$ cat src/rtl/muldiv_pkg.sv
// muldiv_pkg: shared encodings for the multiply/divide unit.
package muldiv_pkg;

  localparam logic [6:0] OP_MULDIV     = 7'b0000001;

  localparam logic [2:0] FUNCT3_MUL    = 3'b000;
  localparam logic [2:0] FUNCT3_MULH   = 3'b001;
  localparam logic [2:0] FUNCT3_MULHSU = 3'b010;
  localparam logic [2:0] FUNCT3_MULHU  = 3'b011;
  localparam logic [2:0] FUNCT3_DIV    = 3'b100;
  localparam logic [2:0] FUNCT3_DIVU   = 3'b101;
  localparam logic [2:0] FUNCT3_REM    = 3'b110;
  localparam logic [2:0] FUNCT3_REMU   = 3'b111;

  typedef enum logic [1:0] {
    MD_IDLE,
    MD_CALC,
    MD_DONE
  } muldiv_state_t;

endpackage

$ cat src/rtl/muldiv_step.sv
// muldiv_step: UNROLL iterations of unsigned shift-add multiply or restoring
// divide on a {hi, lo} pair. Multiply: hi accumulates, lo holds the multiplier
// and receives product bits. Divide: hi is the partial remainder, lo shifts
// the dividend out and the quotient in.
module muldiv_step #(
  parameter int XLEN   = 32,
  parameter int UNROLL = 1
) (
  input  logic            is_div,
  input  logic [XLEN-1:0] hi,
  input  logic [XLEN-1:0] lo,
  input  logic [XLEN-1:0] b,
  output logic [XLEN-1:0] hi_nx,
  output logic [XLEN-1:0] lo_nx
);

  logic [XLEN-1:0] h;
  logic [XLEN-1:0] l;
  logic [XLEN:0]   sum;

  // Unrolled chain of single-bit steps; sum is XLEN+1 wide to keep the carry/borrow.
  always_comb begin
    h   = hi;
    l   = lo;
    sum = '0;
    for (int i = 0; i < UNROLL; i++) begin
      if (is_div) begin
        sum = {h, l[XLEN-1]};
        l   = {l[XLEN-2:0], 1'b0};
        if (sum >= {1'b0, b}) begin
          sum  = sum - {1'b0, b};
          l[0] = 1'b1;
        end
        h = sum[XLEN-1:0];
      end else begin
        sum = {1'b0, h} + (l[0] ? {1'b0, b} : {(XLEN+1){1'b0}});
        l   = {sum[0], l[XLEN-1:1]};
        h   = sum[XLEN:1];
      end
    end
    hi_nx = h;
    lo_nx = l;
  end

endmodule

$ cat src/rtl/muldiv_unit.sv
// muldiv_unit: iterative RV32M/RV64M multiply/divide with start/done handshake
// and flush abort. Build option MULDIV_FAST_MUL_EN: MUL* ops use one registered
// 2*XLEN multiplier and finish straight from IDLE; divides stay iterative.
//
// state   | meaning
// MD_IDLE | waiting for start
// MD_CALC | iterating XLEN/UNROLL steps, busy=1
// MD_DONE | result just registered, done=1 for one cycle
module muldiv_unit
  import muldiv_pkg::*;
#(
  parameter int XLEN   = 32,
  parameter int UNROLL = 1
) (
  input  logic            clk,
  input  logic            rst_n,
  input  logic            start,
  input  logic [2:0]      funct3,
  input  logic [XLEN-1:0] op_a,
  input  logic [XLEN-1:0] op_b,
  input  logic            flush,
  output logic            busy,
  output logic            done,
  output logic [XLEN-1:0] result
);

  localparam int              STEPS    = XLEN / UNROLL;
  localparam int              CW       = $clog2(STEPS) + 1;
  localparam logic [CW-1:0]   CNT_LOAD = CW'(STEPS);
  localparam logic [XLEN-1:0] MOST_NEG = {1'b1, {(XLEN-1){1'b0}}};

  muldiv_state_t   state_q, state_nx;
  logic            accept, step_en, last_step;
  logic [2:0]      f3_q;
  logic            neg_a_q, neg_b_q;
  logic [XLEN-1:0] hi_q, lo_q, b_q, result_q;
  logic [CW-1:0]   cnt_q;

  logic            a_signed, b_signed, neg_a_in, neg_b_in;
  logic [XLEN-1:0] mag_a_in, mag_b_in;
  logic            div_by_zero, div_ovf;
  logic [XLEN-1:0] special_res;
  logic            direct_go;
  logic [XLEN-1:0] direct_val;

  logic [XLEN-1:0]   hi_nx, lo_nx;
  logic [2*XLEN-1:0] prod, prod_s;
  logic [XLEN-1:0]   quo_s, rem_s, final_res;

  // Start-edge decode: operand signedness, magnitudes and single-cycle outcomes.
  always_comb begin
    a_signed = (funct3 == FUNCT3_MUL) || (funct3 == FUNCT3_MULH) ||
               (funct3 == FUNCT3_MULHSU) || (funct3 == FUNCT3_DIV) ||
               (funct3 == FUNCT3_REM);
    b_signed = (funct3 == FUNCT3_MUL) || (funct3 == FUNCT3_MULH) ||
               (funct3 == FUNCT3_DIV) || (funct3 == FUNCT3_REM);
    neg_a_in = a_signed & op_a[XLEN-1];
    neg_b_in = b_signed & op_b[XLEN-1];
    mag_a_in = neg_a_in ? -op_a : op_a;
    mag_b_in = neg_b_in ? -op_b : op_b;
    div_by_zero = funct3[2] && (op_b == '0);
    div_ovf     = funct3[2] && !funct3[0] && (op_a == MOST_NEG) && (op_b == '1);
    special_res = '0;
    if (div_by_zero) special_res = funct3[1] ? op_a : '1;
    else if (div_ovf) special_res = funct3[1] ? '0 : op_a;
  end

`ifdef MULDIV_FAST_MUL_EN
  logic [2*XLEN-1:0] fast_prod, fast_prod_s;
  logic              fast_mul;

  // Whole product in one cycle from the start-edge magnitudes.
  always_comb begin
    fast_prod   = {{XLEN{1'b0}}, mag_a_in} * {{XLEN{1'b0}}, mag_b_in};
    fast_prod_s = (neg_a_in ^ neg_b_in) ? -fast_prod : fast_prod;
    fast_mul    = !funct3[2];
    direct_go   = div_by_zero | div_ovf | fast_mul;
    if (!fast_mul) direct_val = special_res;
    else if (funct3 == FUNCT3_MUL) direct_val = fast_prod_s[XLEN-1:0];
    else direct_val = fast_prod_s[2*XLEN-1:XLEN];
  end
`else
  // Only the divide special cases bypass the iteration.
  always_comb begin
    direct_go  = div_by_zero | div_ovf;
    direct_val = special_res;
  end
`endif

  muldiv_step #(.XLEN(XLEN), .UNROLL(UNROLL)) u_step (
    .is_div (f3_q[2]),
    .hi     (hi_q),
    .lo     (lo_q),
    .b      (b_q),
    .hi_nx  (hi_nx),
    .lo_nx  (lo_nx)
  );

  // Sign correction and result selection on the final step's outputs.
  always_comb begin
    prod   = {hi_nx, lo_nx};
    prod_s = (neg_a_q ^ neg_b_q) ? -prod : prod;
    quo_s  = (neg_a_q ^ neg_b_q) ? -lo_nx : lo_nx;
    rem_s  = neg_a_q ? -hi_nx : hi_nx;
    if (f3_q[2]) final_res = f3_q[1] ? rem_s : quo_s;
    else if (f3_q == FUNCT3_MUL) final_res = prod_s[XLEN-1:0];
    else final_res = prod_s[2*XLEN-1:XLEN];
  end

  // State register.
  always_ff @(posedge clk or negedge rst_n) begin
    if (!rst_n) state_q <= MD_IDLE;
    else state_q <= state_nx;
  end

  // Next state and handshake; flush overrides any start or step.
  always_comb begin
    state_nx  = state_q;
    accept    = 1'b0;
    step_en   = 1'b0;
    last_step = 1'b0;
    busy      = (state_q == MD_CALC);
    done      = (state_q == MD_DONE);
    if (flush) begin
      state_nx = MD_IDLE;
    end else begin
      case (state_q)
        MD_IDLE, MD_DONE: begin
          state_nx = MD_IDLE;
          if (start) begin
            accept   = 1'b1;
            state_nx = direct_go ? MD_DONE : MD_CALC;
          end
        end
        MD_CALC: begin
          step_en = 1'b1;
          if (cnt_q == CW'(1)) begin
            last_step = 1'b1;
            state_nx  = MD_DONE;
          end
        end
        default: state_nx = MD_IDLE;
      endcase
    end
  end

  // Datapath: operand capture on accept, one step per CALC cycle, result write.
  always_ff @(posedge clk or negedge rst_n) begin
    if (!rst_n) begin
      f3_q     <= '0;
      neg_a_q  <= 1'b0;
      neg_b_q  <= 1'b0;
      hi_q     <= '0;
      lo_q     <= '0;
      b_q      <= '0;
      cnt_q    <= '0;
      result_q <= '0;
    end else if (accept) begin
      f3_q    <= funct3;
      neg_a_q <= neg_a_in;
      neg_b_q <= neg_b_in;
      hi_q    <= '0;
      lo_q    <= mag_a_in;
      b_q     <= mag_b_in;
      cnt_q   <= CNT_LOAD;
      if (direct_go) result_q <= direct_val;
    end else if (step_en) begin
      hi_q  <= hi_nx;
      lo_q  <= lo_nx;
      cnt_q <= cnt_q - CW'(1);
      if (last_step) result_q <= final_res;
    end
  end

  assign result = result_q;

endmodule

$ cat config.mk
export PLATFORM = sky130hd
export DESIGN_NAME = muldiv_unit
export DESIGN_NICKNAME = d
export VERILOG_FILES = /design/src/rtl/muldiv_pkg.sv /design/src/rtl/muldiv_step.sv /design/src/rtl/muldiv_unit.sv
export SDC_FILE = /design/constraint.sdc
export NUM_CORES = 1
export LEC_CHECK = 0
export CAP_MARGIN = 20
export CORE_MARGIN = 1
export CORE_UTILIZATION = 33
export CTS_CLUSTER_SIZE = 10
export DETAILED_ROUTE_END_ITERATION = 8
export GPL_TIMING_DRIVEN = 1
export PLACE_DENSITY = 0.56
export SYNTH_ARGS = -nofsm -noshare
export SYNTH_HDL_FRONTEND = slang
export SYNTH_SLANG_ARGS = --single-unit
$ cat constraint.sdc
create_clock -name clk -period 5.6 [get_ports clk]
set_clock_uncertainty 0.15 [all_clocks]
set_input_delay 0.84 -clock clk [delete_from_list [all_inputs] [get_ports clk]]
set_output_delay 0.84 -clock clk [all_outputs]
set_load 0.005 [all_outputs]
==> flow_summary.toml, run 1 <==
[outcome]
status = "complete, no violations"

[logic_synthesis]
synth_flop_cell = "dfrtp_1"
synth-async-reset-ratio = 1.00
ys_types = 110
synth_top_cell_by_area = "dfrtp_1"
synthMuxAreaShare = 0.0411
syn-cell-area_um2 = 15800
yosysWarnings = 0
seq_area_frac_synth = 0.223
ys_seq_elements = 141
synth_top_family_by_area = "compound AO/OA/AOI/OAI gates"
yosysMostFrequentCell = "nand2_1"
yosys-top-cells-area = "dfrtp_1, nand2_1, ha_1, xnor2_1, o21ai_0"
synth_xor_area_frac = 0.0874
synth_top_area_share = 0.223
yosys.area_share.simple = 0.254
avgSynthCellArea_um2 = 7.54
synth_common_cells = "nand2_1, nor2_1, o21ai_0, a21oi_1, dfrtp_1"
synthesis.nets = 2244
synthAdderAreaFrac = 0.0587
synthesis.instances = 2100
synth_compound_area_frac = 0.287
synth_edf_count = 0

[final_layout]
nNetsFinal = 2345
n_antenna_cell = 0
final_cells = 2821
area.growth.synth_to_final_pct = 16.9
n_fill_cell = 4859
drive_above_1_share = 0.0985

[floorplan]
floorplan.initialDensity = 0.337
coreArea_um2 = 47000
die_y_um = 221
io_pins = 105
die-area_um2 = 48800
die_width_um = 221
num_rows = 79

[global_routing]
grt_first_pass_wirelength_um = 107000
grt_pass1_vias = 16400
grt.overflow.total = 0
antenna_found_initial = 5
grt_start_max_net_pins = 98
grt.total_usage = 0.288

[flow_run]
maxCapViolations = 0

[worst_setup_path]
setup.worst_path.class = "flip-flop to flip-flop"
worstPathArrival_ns = 5.63
cp_slowest_cell = "a21oi_1"
path_cells = "buf_4, and2_1, ha_1, a21oi_1, o211ai_1, a21oi_1, o22ai_1, a21boi_0, mux2_2, nor2_1, nor4_1, buf_4, nand4_1, mux2_2, a31oi_1, nand2_1"
critPathLaunchType = "flip-flop"
cp-end-kind = "flip-flop"
crit_path_max_fanout = 24
slowest_delay_ns = 0.50
required_ns = 5.80

[power]
power_mw = 11.9
switchingPower_mw = 6.64
pwr-share-comb = 0.747
p_int_mw = 5.25
p_seq_frac = 0.156
power.density_nw_per_um2 = 643
p_sw_frac = 0.559
p_clk_frac = 0.098
p_leak_nw = 7.42
ir_drop_v = 0.000417

[timing]
maxSlewViolCount = 0
setup_violations = 0
finalWorstSetupSlack_ns = 0.165
clock.fmax_mhz = 184
slew_headroom = 0.240
timing.final.crit_share = 0.971
worstMarginPinSlew_ns = 1.13
fin_tns_setup_ns = 0
finalHoldViolations = 0
fin_crit_ns = 5.44
rsz0062_at_grt = "no"

[place]
gp_congestion = 1.02
hpwl_um = 56000
dp_slack_ns = 0.240
place_inst = 2789
port_buffers = 104

[route]
vias = 17600
drcViolationCount = 0
drt_wl_total_um = 71800
viasPerCell = 6.23
ant_nets = 0
drt_iter0_drc = 2043
drtPass1Iterations = 5
wire_per_inst_um = 25.4

[clocking]
clock-root-buffer = "clkbuf_16"
cts_tree = "built"
path_clk_slew_ns = 0.07
htree_levels = 4
postCtsSetupRepairBufs = 0
numCtsBuffers = 17
cts_buffer_depth = 2
clk_latency_ns = 0.47
cts_sinks = 141

[hold_path]
hold_path_class = "input pin to asynchronous set/reset pin"
## path summary, 6_finish.rpt
| check | start | cells past startpoint | endpoint | slack (ns) |
|---|---|---|---|---|
| setup / recovery | lo_q[0] | 16 | result[27] | 0.16 |
| hold / removal | rst_n | 1 | result[11] | 0.21 |
| setup reg to reg | lo_q[0] | 16 | result[27] | 0.16 |
| hold reg to reg | result[13] | 1 | result[13] | 0.35 |
| max in group asynchronous | rst_n | 2 | f3_q[2] | 3.83 |
| min in group clk | result[13] | 1 | result[13] | 0.35 |
## kinds of logic (layout without fill, tap and decap cells)
| group | Yosys count | count (layout) |
|---|---|---|
| fa+ha+maj | 73 | 73 |
| simple gates | 797 | 797 |
| xor+xnor | 158 | 158 |
| compound gates | 677 | 677 |
| flops | 141 | 141 |
| buf+inv | 191 | 305 |
| mux | 63 | 63 |
## layout make-up
type	instances	area (um^2)	share of cell area
Clock buffer	21	460	0.0249
Clock inverter	11	105	0.00568
Inverter	66	248	0.0134
Multi-Input combinational cell	1768	11600	0.625
Sequential cell	141	3530	0.191
Tap cell	607	759	0.0410
Timing Repair Buffer	207	1830	0.0987
## routing by layer
layer  routed length, um  part of all wire  vias to the layer above  GRT usage
met4                2030             0.028                        0     0.0947
met2               30900              0.43                      910      0.435
met1               32200              0.45                     8544      0.409
li1                    -                 -                     8012          -
met3                6580             0.092                      114     0.0526
met5                   0                 0                        -          0
## worst max-delay path: cells and delay by family (launching register included)
| family | cells | cell delay (ns) |
|---|---|---|
| AO/OA/AOI/OAI | 6 | 2.15 |
| multiplexers | 2 | 0.73 |
| adder cells (fa/ha/maj) | 1 | 0.29 |
| flip-flops | 1 | 0.45 |
| AND/OR/NAND/NOR | 5 | 0.99 |
| buffers and inverters | 2 | 0.53 |
## cell usage in the layout, fill, tap and decap left out, types with 8 or more instances in the layout
master,instances
nor2b_1,14
a21o_1,18
o21ai_0,167
and3_1,11
nand4_1,37
nand2_1,245
ha_1,71
o31ai_1,19
o22ai_1,8
o21a_1,16
clkbuf_16,17
or2_2,10
o211ai_1,25
o221ai_1,37
buf_4,102
or3_1,26
a22o_1,21
inv_1,64
a211oi_1,21
dfrtp_1,140
nor4_1,19
and2_1,57
xnor2_1,98
o21ai_1,9
nand3_1,51
a21oi_1,163
nor2_1,183
a31oi_1,37
mux2i_1,47
or4_1,13
xor2_1,58
a41oi_1,13
mux2_2,16
clkdlybuf4s50_1,103
nor3_1,57
## state kept, by name (all words and copies together), names as in the netlist
signal,flops
b_q,32
cnt_q,6
f3_q,3
hi_q,32
lo_q,32
neg_a_q,1
neg_b_q,1
result,32
state_q,2
## metrics by stage
step                      cell area [um^2]  hold WS, ns  utilization
after detailed placement             17900        0.340        0.382
final                                18500        0.210        0.394
after global routing                 18500        0.271        0.394
after CTS                            18500        0.265        0.394
after floorplan                      15800        0.314            -
after global placement               17900        0.334        0.382
## power groups by stage
| stage | Clock [mW] | Combinational (mW) | Sequential [mW] |
|---|---|---|---|
| CTS | 1.18 | 8.67 | 1.84 |
| detailed placement | 0 | 8.63 | 1.86 |
| global placement | 0 | 8.62 | 1.85 |
| finish | 1.16 | 8.88 | 1.85 |
| floorplan | 0 | 5.62 | 1.66 |
| global route | 1.22 | 9.45 | 1.90 |
## what timing repair did
item / CTS / global route
hold endpoints to repair: 0 / 0
endpoints found under the setup margin: 0 / 3
hold buffers: 0 / 0
resized for setup: 0 / 4
(Power assumes the default switching activity.)
==> run 2, diff against run 1 <==
- DONT_BUFFER_PORTS: not set -> 1
- HOLD_SLACK_MARGIN: not set -> 0.06
- PLACE_DENSITY: 0.56 -> 0.53
==> run 2 against run 1 <==
- die area is the same
- first-iteration DRC count grew 0.44%
- combinational power shrank 4.1%
- fmax grew 1.2%
- sequential share of layout area grew 1.2 points
- highest routed layer is now met5
- worst setup slack gained 0.062 ns
- worst hold slack lost 0.030 ns
- wire length shrank 1.0%
- count of clock-buffer cells in the layout shrank 3
- cell count shrank 4.2%
- power shrank 1.8%
- global-route usage shrank 0.20 points
==> flow_summary.toml, run 2 (same netlist as run 1, synthesis figures left out) <==
[worst_setup_path]
reg2reg_from = "hi_q[17]"
r2r_end = "result[18]"
setup.worst_path.class = "flip-flop to flip-flop"
cp-end-kind = "flip-flop"
required_ns = 5.83
worstPathArrival_ns = 5.61
reg2reg_depth = 15
critPathLaunchType = "flip-flop"
r2r_slack_ns = 0.23
crit_path_max_fanout = 14

[global_routing]
top_usage_layer = "met2"
grt_start_max_net_pins = 142
use_met2 = 0.439
grt_use_met3 = 0.0604
antenna_found_initial = 5
grt_pass1_vias = 16000
grt_first_pass_wirelength_um = 106000
grt.total_usage = 0.285
grt.overflow.total = 0
grt_use_met1 = 0.400

[timing]
maxSlewViolCount = 0
slew_headroom = 0.205
fin_tns_setup_ns = 0
timing.final.crit_share = 0.960
rsz0062_at_grt = "no"
setup_violations = 0
finalHoldViolations = 0
whs_ns = 0.180
clock.fmax_mhz = 186
fin_crit_ns = 5.37
worstMarginPinSlew_ns = 1.18

[power]
power_mw = 11.7
ir_drop_v = 0.000307
p_leak_nw = 6.97
power.density_nw_per_um2 = 670

[clocking]
clk_latency_ns = 0.48
clock-root-buffer = "clkbuf_16"
numCtsBuffers = 17
postCtsSetupRepairBufs = 0
cts_sinks = 141
htree_levels = 4
cts_tree = "built"
cts_buffer_depth = 2
path_clk_slew_ns = 0.08

[floorplan]
coreArea_um2 = 47000
die_width_um = 221
io_pins = 105
die-area_um2 = 48800
num_rows = 79
die_y_um = 221
floorplan.initialDensity = 0.337

[final_layout]
n_fill_cell = 4908
drive_above_1_share = 0.0979
nNetsFinal = 2226
n_antenna_cell = 0
layout_common_cells = "nand2_1, nor2_1, o21ai_0, a21oi_1, dfrtp_1"
final_common_cell = "nand2_1"
area.growth.synth_to_final_pct = 10.1
regArea_um2 = 3530
multiInputGateArea_um2 = 11600
final_cells = 2702
design_area_um2 = 17400

[place]
dpl_cell_area_um2 = 16800
hpwl_um = 55000
place_inst = 2669
port_buffers = 0
gp_congestion = 0.990

[outcome]
status = "complete, no violations"

[route]
drt_wl_total_um = 71000
drtPass1Iterations = 6
viasPerCell = 6.37
drcViolationCount = 0
ant_nets = 0
wire_per_inst_um = 26.3
drt_iter0_drc = 2052
vias = 17200

[hold_path]
hold_path_class = "input pin to asynchronous set/reset pin"

[flow_run]
maxCapViolations = 0
[run 2: how the worst max path moves through the flow]
stage             start    endpoint  cells after the start
2_1_floorplan   hi_q[3]  result[24]                     21
3_3_place_gp   hi_q[11]   result[6]                     16
3_5_place_dp   hi_q[11]   result[6]                     16
4_1_cts        hi_q[11]   result[6]                     16
5_1_grt        hi_q[17]  result[30]                     19
6_report       hi_q[17]  result[18]                     15
[run 2: area by class of cell]
type,instances,area share
clock buffers,18,0.0246
clock inverters,14,0.0106
inverters,66,0.0142
multi-input cells,1768,0.665
flip-flops and latches,141,0.203
well taps,607,0.0436
repair buffers,88,0.0398
[run 2: routing by layer]
metal	vias up	routed length [um]
li1	7766	-
met1	8448	31500
met2	877	31000
met3	119	6800
met4	4	1680
met5	-	29
[run 2: timing repair]
item	CTS	global route
hold buffers	1	0
resized for setup	0	4
setup endpoints to repair	0	5
hold endpoints to repair	141	0
[run 2: per-stage QoR]
stage / setup slack, ns / util
final: 0.227 / 0.371
after floorplan: 0.897 / -
after CTS: 0.00931 / 0.371
after global placement: 0.0446 / 0.357
after detailed placement: 0.0504 / 0.357
after global routing: 0.0341 / 0.371
[run 2: power breakdown]
| group | leakage (nW) | switching (mW) | internal, mW |
|---|---|---|---|
| registers | 1.82 | 0.514 | 1.38 |
| clock network | 0.292 | 0.563 | 0.711 |
| logic | 4.86 | 5.54 | 2.98 |
[run 2: critical path: stages, from the launching register on]
cell and delay [ns]:
dfrtp_1 0.42, ha_1 0.49, a21oi_1 0.37, o21ai_0 0.25, a221oi_2 0.41, o21ai_4 0.15, buf_4 0.20, o21ai_1 0.70
o221a_2 0.52, o211ai_1 0.29, nor3_1 0.39, buf_4 0.21, nand4_1 0.20, nor3_1 0.23, a31oi_1 0.07, a41oi_1 0.22
